$ cat src/rtl/lc3b_types.sv
// Shared LC-3b cache types: line/word types, tag/offset split and victim cache FSM states.
package lc3b_types;

   typedef logic [15:0]  lc3b_word;
   typedef logic [127:0] lc3b_mem_data;

   localparam int OFFSET_W = 4;
   localparam int TAG_W    = 16 - OFFSET_W;

   typedef logic [TAG_W-1:0] lc3b_tag;

   typedef logic [2:0] vc_state_t;
   localparam vc_state_t S_IDLE      = 3'd0;
   localparam vc_state_t S_READ_HIT  = 3'd1;
   localparam vc_state_t S_FETCH     = 3'd2;
   localparam vc_state_t S_WRITEBACK = 3'd3;
   localparam vc_state_t S_INSERT    = 3'd4;

endpackage

$ cat src/rtl/victim_cache_assoc_lru.sv
// Age-based LRU tracker for the victim cache: ages form a permutation, 0 = most recently used.
module victim_cache_assoc_lru #(
   parameter int NUM_ENTRIES = 4,
   localparam int IDX_W = $clog2(NUM_ENTRIES)
) (
   input  logic                   clk,
   input  logic                   rst_n,
   input  logic [NUM_ENTRIES-1:0] valid,
   input  logic                   touch_en,
   input  logic [IDX_W-1:0]       touch_idx,
   input  logic                   inval_en,
   input  logic [IDX_W-1:0]       inval_idx,
   output logic [IDX_W-1:0]       victim_idx
);

   localparam logic [IDX_W-1:0] OLDEST = IDX_W'(NUM_ENTRIES - 1);

   logic [IDX_W-1:0] age [NUM_ENTRIES];

   // An invalidated entry is pushed to the oldest slot so it is reused first once the cache refills.
   always_ff @(posedge clk or negedge rst_n) begin
      if (!rst_n) begin
         for (int i = 0; i < NUM_ENTRIES; i++) age[i] <= IDX_W'(i);
      end else if (touch_en) begin
         for (int i = 0; i < NUM_ENTRIES; i++) begin
            if (IDX_W'(i) == touch_idx)        age[i] <= '0;
            else if (age[i] < age[touch_idx]) age[i] <= age[i] + IDX_W'(1);
         end
      end else if (inval_en) begin
         for (int i = 0; i < NUM_ENTRIES; i++) begin
            if (IDX_W'(i) == inval_idx)        age[i] <= OLDEST;
            else if (age[i] > age[inval_idx]) age[i] <= age[i] - IDX_W'(1);
         end
      end
   end

   // Lowest-index invalid entry wins; otherwise the oldest valid entry.
   always_comb begin
      victim_idx = '0;
      for (int i = 0; i < NUM_ENTRIES; i++) begin
         if (age[i] == OLDEST) victim_idx = IDX_W'(i);
      end
      for (int i = NUM_ENTRIES - 1; i >= 0; i--) begin
         if (!valid[i]) victim_idx = IDX_W'(i);
      end
   end

endmodule

$ cat src/rtl/victim_cache_assoc.sv
// Fully-associative victim cache between an LC-3b L1 and physical memory, with exclusive swap on read hits.
module victim_cache_assoc
   import lc3b_types::*;
#(
   parameter int NUM_ENTRIES = 4
) (
   input  logic         clk,
   input  logic         rst_n,
   input  logic         mem_read,
   input  logic         mem_write,
   input  lc3b_word     mem_address,
   input  lc3b_mem_data mem_wdata,
   input  logic         l1_dirty,
   output logic         mem_resp,
   output lc3b_mem_data mem_rdata,
   output logic         dirty_out,
   output logic         ld_from_vic,
   output logic         pmem_read,
   output logic         pmem_write,
   output lc3b_word     pmem_address,
   output lc3b_mem_data pmem_wdata,
   input  lc3b_mem_data pmem_rdata,
   input  logic         pmem_resp
);

   localparam int IDX_W = $clog2(NUM_ENTRIES);

   vc_state_t              state;
   logic [IDX_W-1:0]       sel_idx;
   logic                   was_hit;
   logic [NUM_ENTRIES-1:0] valid;
   logic [NUM_ENTRIES-1:0] dirty;
   lc3b_tag                tag_arr  [NUM_ENTRIES];
   lc3b_mem_data           data_arr [NUM_ENTRIES];

   lc3b_tag          req_tag;
   logic             hit;
   logic [IDX_W-1:0] hit_idx;
   logic [IDX_W-1:0] victim_idx;
   logic             victim_dirty;
   logic             unused_offset;

   assign req_tag       = mem_address[15:OFFSET_W];
   assign unused_offset = ^mem_address[OFFSET_W-1:0];
   assign victim_dirty  = valid[victim_idx] & dirty[victim_idx];

   always_comb begin
      hit     = 1'b0;
      hit_idx = '0;
      for (int i = NUM_ENTRIES - 1; i >= 0; i--) begin
         if (valid[i] && tag_arr[i] == req_tag) begin
            hit     = 1'b1;
            hit_idx = IDX_W'(i);
         end
      end
   end

   victim_cache_assoc_lru #(.NUM_ENTRIES(NUM_ENTRIES)) u_lru (
      .clk        (clk),
      .rst_n      (rst_n),
      .valid      (valid),
      .touch_en   (state == S_INSERT),
      .touch_idx  (sel_idx),
      .inval_en   (state == S_READ_HIT),
      .inval_idx  (sel_idx),
      .victim_idx (victim_idx)
   );

   // The target entry is chosen once in IDLE and held in sel_idx for the rest of the transaction.
   always_ff @(posedge clk or negedge rst_n) begin
      if (!rst_n) begin
         state   <= S_IDLE;
         sel_idx <= '0;
         was_hit <= 1'b0;
         valid   <= '0;
         dirty   <= '0;
      end else begin
         case (state)
            S_IDLE: begin
               if (mem_read) begin
                  sel_idx <= hit_idx;
                  state   <= hit ? S_READ_HIT : S_FETCH;
               end else if (mem_write) begin
                  was_hit <= hit;
                  sel_idx <= hit ? hit_idx : victim_idx;
                  state   <= (!hit && victim_dirty) ? S_WRITEBACK : S_INSERT;
               end
            end
            S_READ_HIT: begin
               valid[sel_idx] <= 1'b0;
               dirty[sel_idx] <= 1'b0;
               state          <= S_IDLE;
            end
            S_FETCH: begin
               if (pmem_resp) state <= S_IDLE;
            end
            S_WRITEBACK: begin
               if (pmem_resp) state <= S_INSERT;
            end
            S_INSERT: begin
               valid[sel_idx] <= 1'b1;
               dirty[sel_idx] <= was_hit ? (dirty[sel_idx] | l1_dirty) : l1_dirty;
               state          <= S_IDLE;
            end
            default: state <= S_IDLE;
         endcase
      end
   end

   always_ff @(posedge clk) begin
      if (state == S_INSERT) begin
         tag_arr[sel_idx]  <= req_tag;
         data_arr[sel_idx] <= mem_wdata;
      end
   end

   always_comb begin
      mem_resp     = 1'b0;
      mem_rdata    = '0;
      dirty_out    = 1'b0;
      ld_from_vic  = 1'b0;
      pmem_read    = 1'b0;
      pmem_write   = 1'b0;
      pmem_address = '0;
      pmem_wdata   = '0;
      case (state)
         S_READ_HIT: begin
            mem_resp    = 1'b1;
            ld_from_vic = 1'b1;
            mem_rdata   = data_arr[sel_idx];
            dirty_out   = dirty[sel_idx];
         end
         S_FETCH: begin
            pmem_read    = 1'b1;
            pmem_address = {req_tag, {OFFSET_W{1'b0}}};
            if (pmem_resp) begin
               mem_resp  = 1'b1;
               mem_rdata = pmem_rdata;
            end
         end
         S_WRITEBACK: begin
            pmem_write   = 1'b1;
            pmem_address = {tag_arr[sel_idx], {OFFSET_W{1'b0}}};
            pmem_wdata   = data_arr[sel_idx];
         end
         S_INSERT: mem_resp = 1'b1;
         default: ;
      endcase
   end

endmodule

$ cat config.mk
export PLATFORM = sky130hd
export DESIGN_NAME = victim_cache_assoc
export DESIGN_NICKNAME = d
export VERILOG_FILES = /design/src/rtl/lc3b_types.sv /design/src/rtl/victim_cache_assoc_lru.sv /design/src/rtl/victim_cache_assoc.sv
export SDC_FILE = /design/constraint.sdc
export NUM_CORES = 1
export LEC_CHECK = 0
export CORE_MARGIN = 1.5
export CORE_UTILIZATION = 50
export DETAILED_ROUTE_END_ITERATION = 8
export GPL_TIMING_DRIVEN = 0
export PLACE_DENSITY = 0.79
export SETUP_SLACK_MARGIN = 0.4
export SLEW_MARGIN = 20
export SYNTH_ARGS = -nofsm -noshare
export SYNTH_HDL_FRONTEND = slang
export SYNTH_SLANG_ARGS = --single-unit
$ cat constraint.sdc
create_clock -name clk -period 10.74 [get_ports clk]
set_clock_uncertainty 0.2 [all_clocks]
set_input_delay 1.074 -clock clk [delete_from_list [all_inputs] [get_ports clk]]
set_output_delay 1.074 -clock clk [all_outputs]
set_load 0.05 [all_outputs]
==> reports/results.ini <==
[placed_design]
pre_cts_slack_ns = 5.208
hpwl_mm = 51.25
place.port_buffers = 546
gp_congestion = 0.9000
place_area_um2 = 31590

[global_route]
antenna_found_initial = 14
grt_pass1_vias = 15890
grt_overflow = 0
grt_max_degree = 74
grt_pass1_wl_mm = 103.4
grt_usage_pct = 28.60

[clock_network]
htree_levels = 2
cts_buffers = 55
post_cts_buffers = 0
cts_resized = 0
path_clk_slew_ns = 0.06
cts_tree = done
clock-sinks = 582
clock_latency_ns = 0.61
root_buffer = clkbuf_16
postCtsHoldBufs = 0
clockBufferDepth = 3

[drt]
wl_per_cell_um = 27.48
vias = 15650
remaining_drc_errors = 0
totalWireLength_mm = 73.25
vias_per_cell = 5.873
drtAntennaViolNets = 0
drtIter0Drc = 1455
dr.pass1.iters = 7

[synthesis]
yosysUniqueCellTypes = 48
synth_warnings = 0
avgSynthCellArea_um2 = 18.69
synth_seq_cells = 582
synth_xor_area_share_pct = 1.808
synth.yosys.seq_area_share_pct = 70.30
yosys.area_share.simple_pct = 5.256
synthMuxAreaShare_pct = 13.78
synth_top_family_by_area = multiplexers
postSynthCellCount = 1322
synth-compound-area-share_pct = 5.874
synth_edf_count = 560
synth-main-ff-cell = edfxtp_1
synth_area_um2 = 24710
synth_fa_ha_area_share_pct = 0.5570
synthArstFlopShare_pct = 3.780

[floorplan]
num_io_pins = 555
core_area_um2 = 48850
initial_core_util_pct = 50.58
die_area_um2 = 50760
rows = 81
die_w_um = 225.3
die_y_um = 225.3

[sta]
fmax_ghz = 0.1840
drv_slew = 0
timing.setup.tns_ns = 0
post-route-period-util_pct = 50.60
finalHoldViolCount = 0
slew_headroom_pct = 22.46
fin_crit_ns = 5.435
tightest_slew_ns = 1.163
worst_hold_slack_ns = 0.2441
setup_viol = 0
rsz0062_at_grt = false
fin_ws_ns = 5.305

[setup_path]
arrival_ns = 4.16
r2r_cells = 10
r2r-start = sel_idx[1]$_DFFE_PN0P_
cp-end-kind = primary output
rrSetupSlack_ns = 7.38
cp_max_fo = 10
crit_type = in -> out
start_kind = primary input
worstReg2RegEnd = u_lru.age[2]$_DFFE_PN0P_
required_ns = 9.47

[cells_and_area]
n_fill_cell = 3175
areaGrowthSynthToFinish_pct = 35.29
nets = 2240
drive_gt1_share_pct = 16.57
multi_input_area_um2 = 6778
final_core_util_pct = 68.43
layout_commonest_cell = edfxtp_1
regArea_um2 = 17370
mostFrequentLayoutCells = 560 x edfxtp_1, 545 x clkdlybuf4s50_1, 143 x mux4_2, 133 x and2_1, 131 x a22o_1
stdcell_area_um2 = 33430

[run_status]
status = complete, no violations

[pwr]
p_leak_nw = 11.01
power.density_nw_per_um2 = 224.4
ir_worst_vdd_mv = 0.1606

[job]
cap_viol_max_count = 0

[worst_hold_path]
min_path_type = in -> async

[flip-flops by register name, indices dropped and copies added, names as in the netlist, named ones only]
register,count
state,3
data_arr,512
was_hit,1
tag_arr,48
u_lru.age,8
dirty,4
sel_idx,2
[synthesized netlist by cell type, drive strengths merged (2+ instances only)]
cell	number	area, um2
mux2i	14	140.1
mux2	4	45.04
mux4	143	3221
o21ai	18	90.08
nor2	27	101.4
and2	133	832.1
buf	69	420.4
a21oi	12	60.06
or2	2	12.51
nand3	9	45.04
dfstp	4	105.1
o211ai	2	15.01
o31ai	2	15.01
edfxtp	560	16820
clkbuf	30	112.6
ha	11	137.6
nand2b	6	37.54
nand4	10	62.56
nand2	24	90.09
inv	12	45.04
nor2b	4	25.02
a21o	5	37.54
dfrtp	18	450.4
nor4	5	50.05
a22o	131	1147
xnor2	51	446.7
[routing by layer]
| layer | global-route usage (%) | wire length, um | vias to the layer above | share of wire, % |
|---|---|---|---|---|
| met1 | 35.71 | 27030 | 8059 | 37 |
| met4 | 9.439 | 2275 | 12 | 3.1 |
| met5 | 0 | 85 | - | 0.12 |
| met2 | 49.46 | 37620 | 852 | 51 |
| li1 | - | - | 6610 | - |
| met3 | 6.558 | 6232 | 119 | 8.5 |
[stage by stage]
step                      total power [W]  instances
final                            0.007501       2665
after floorplan                  0.004628       1325
after CTS                        0.007529       2661
after global routing             0.007749       2663
after global placement           0.005542       2535
after detailed placement         0.005564       2558
[critical path: stages]
cell	delay (ns)
clkdlybuf4s50_1	0.60
and2_1	0.35
buf_2	0.49
buf_2	0.54
a22o_1	0.23
clkdlybuf4s50_1	0.86
[final cells by class]
| type | instances | area share [%] |
|---|---|---|
| inverters | 13 | 0.2059 |
| repair buffers | 569 | 17.96 |
| clock inverters | 33 | 1.108 |
| flip-flops and latches | 582 | 51.97 |
| plain buffers | 99 | 1.594 |
| multi-input cells | 631 | 20.27 |
| well taps | 664 | 2.485 |
| clock buffers | 70 | 4.379 |
| diodes | 4 | 0.02994 |
[worst max path at each step]
stage,startpoint,endpoint,slack [ns],cells after the start
after floorplan,state[0]$_DFFE_PN0P_,dirty[3]$_DFFE_PN0P_,2.95,6
after global placement,sel_idx[1]$_DFFE_PN0P_,dirty[3]$_DFFE_PN0P_,-2.28,4
after detailed placement,pmem_resp,mem_rdata[42],5.21,6
after CTS,pmem_resp,mem_rdata[42],5.24,6
after global routing,pmem_resp,mem_rdata[42],5.22,6
final,pmem_resp,mem_rdata[42],5.31,6
[cells by family after synthesis]
logic type | Yosys count
adders and majority gates | 11
AOI/OAI and AO/OA | 179
DFF | 582
and+or+nand+nor | 225
muxes | 161
other | 1
xor gates and xnor gates | 51
buffers and inverters | 112
[power breakdown]
part	switching, W	internal (W)
clock network	0.000833	0.00114
logic	0.00161	0.00106
registers	0.0000968	0.00277
Power figures use the tool's default switching activity.
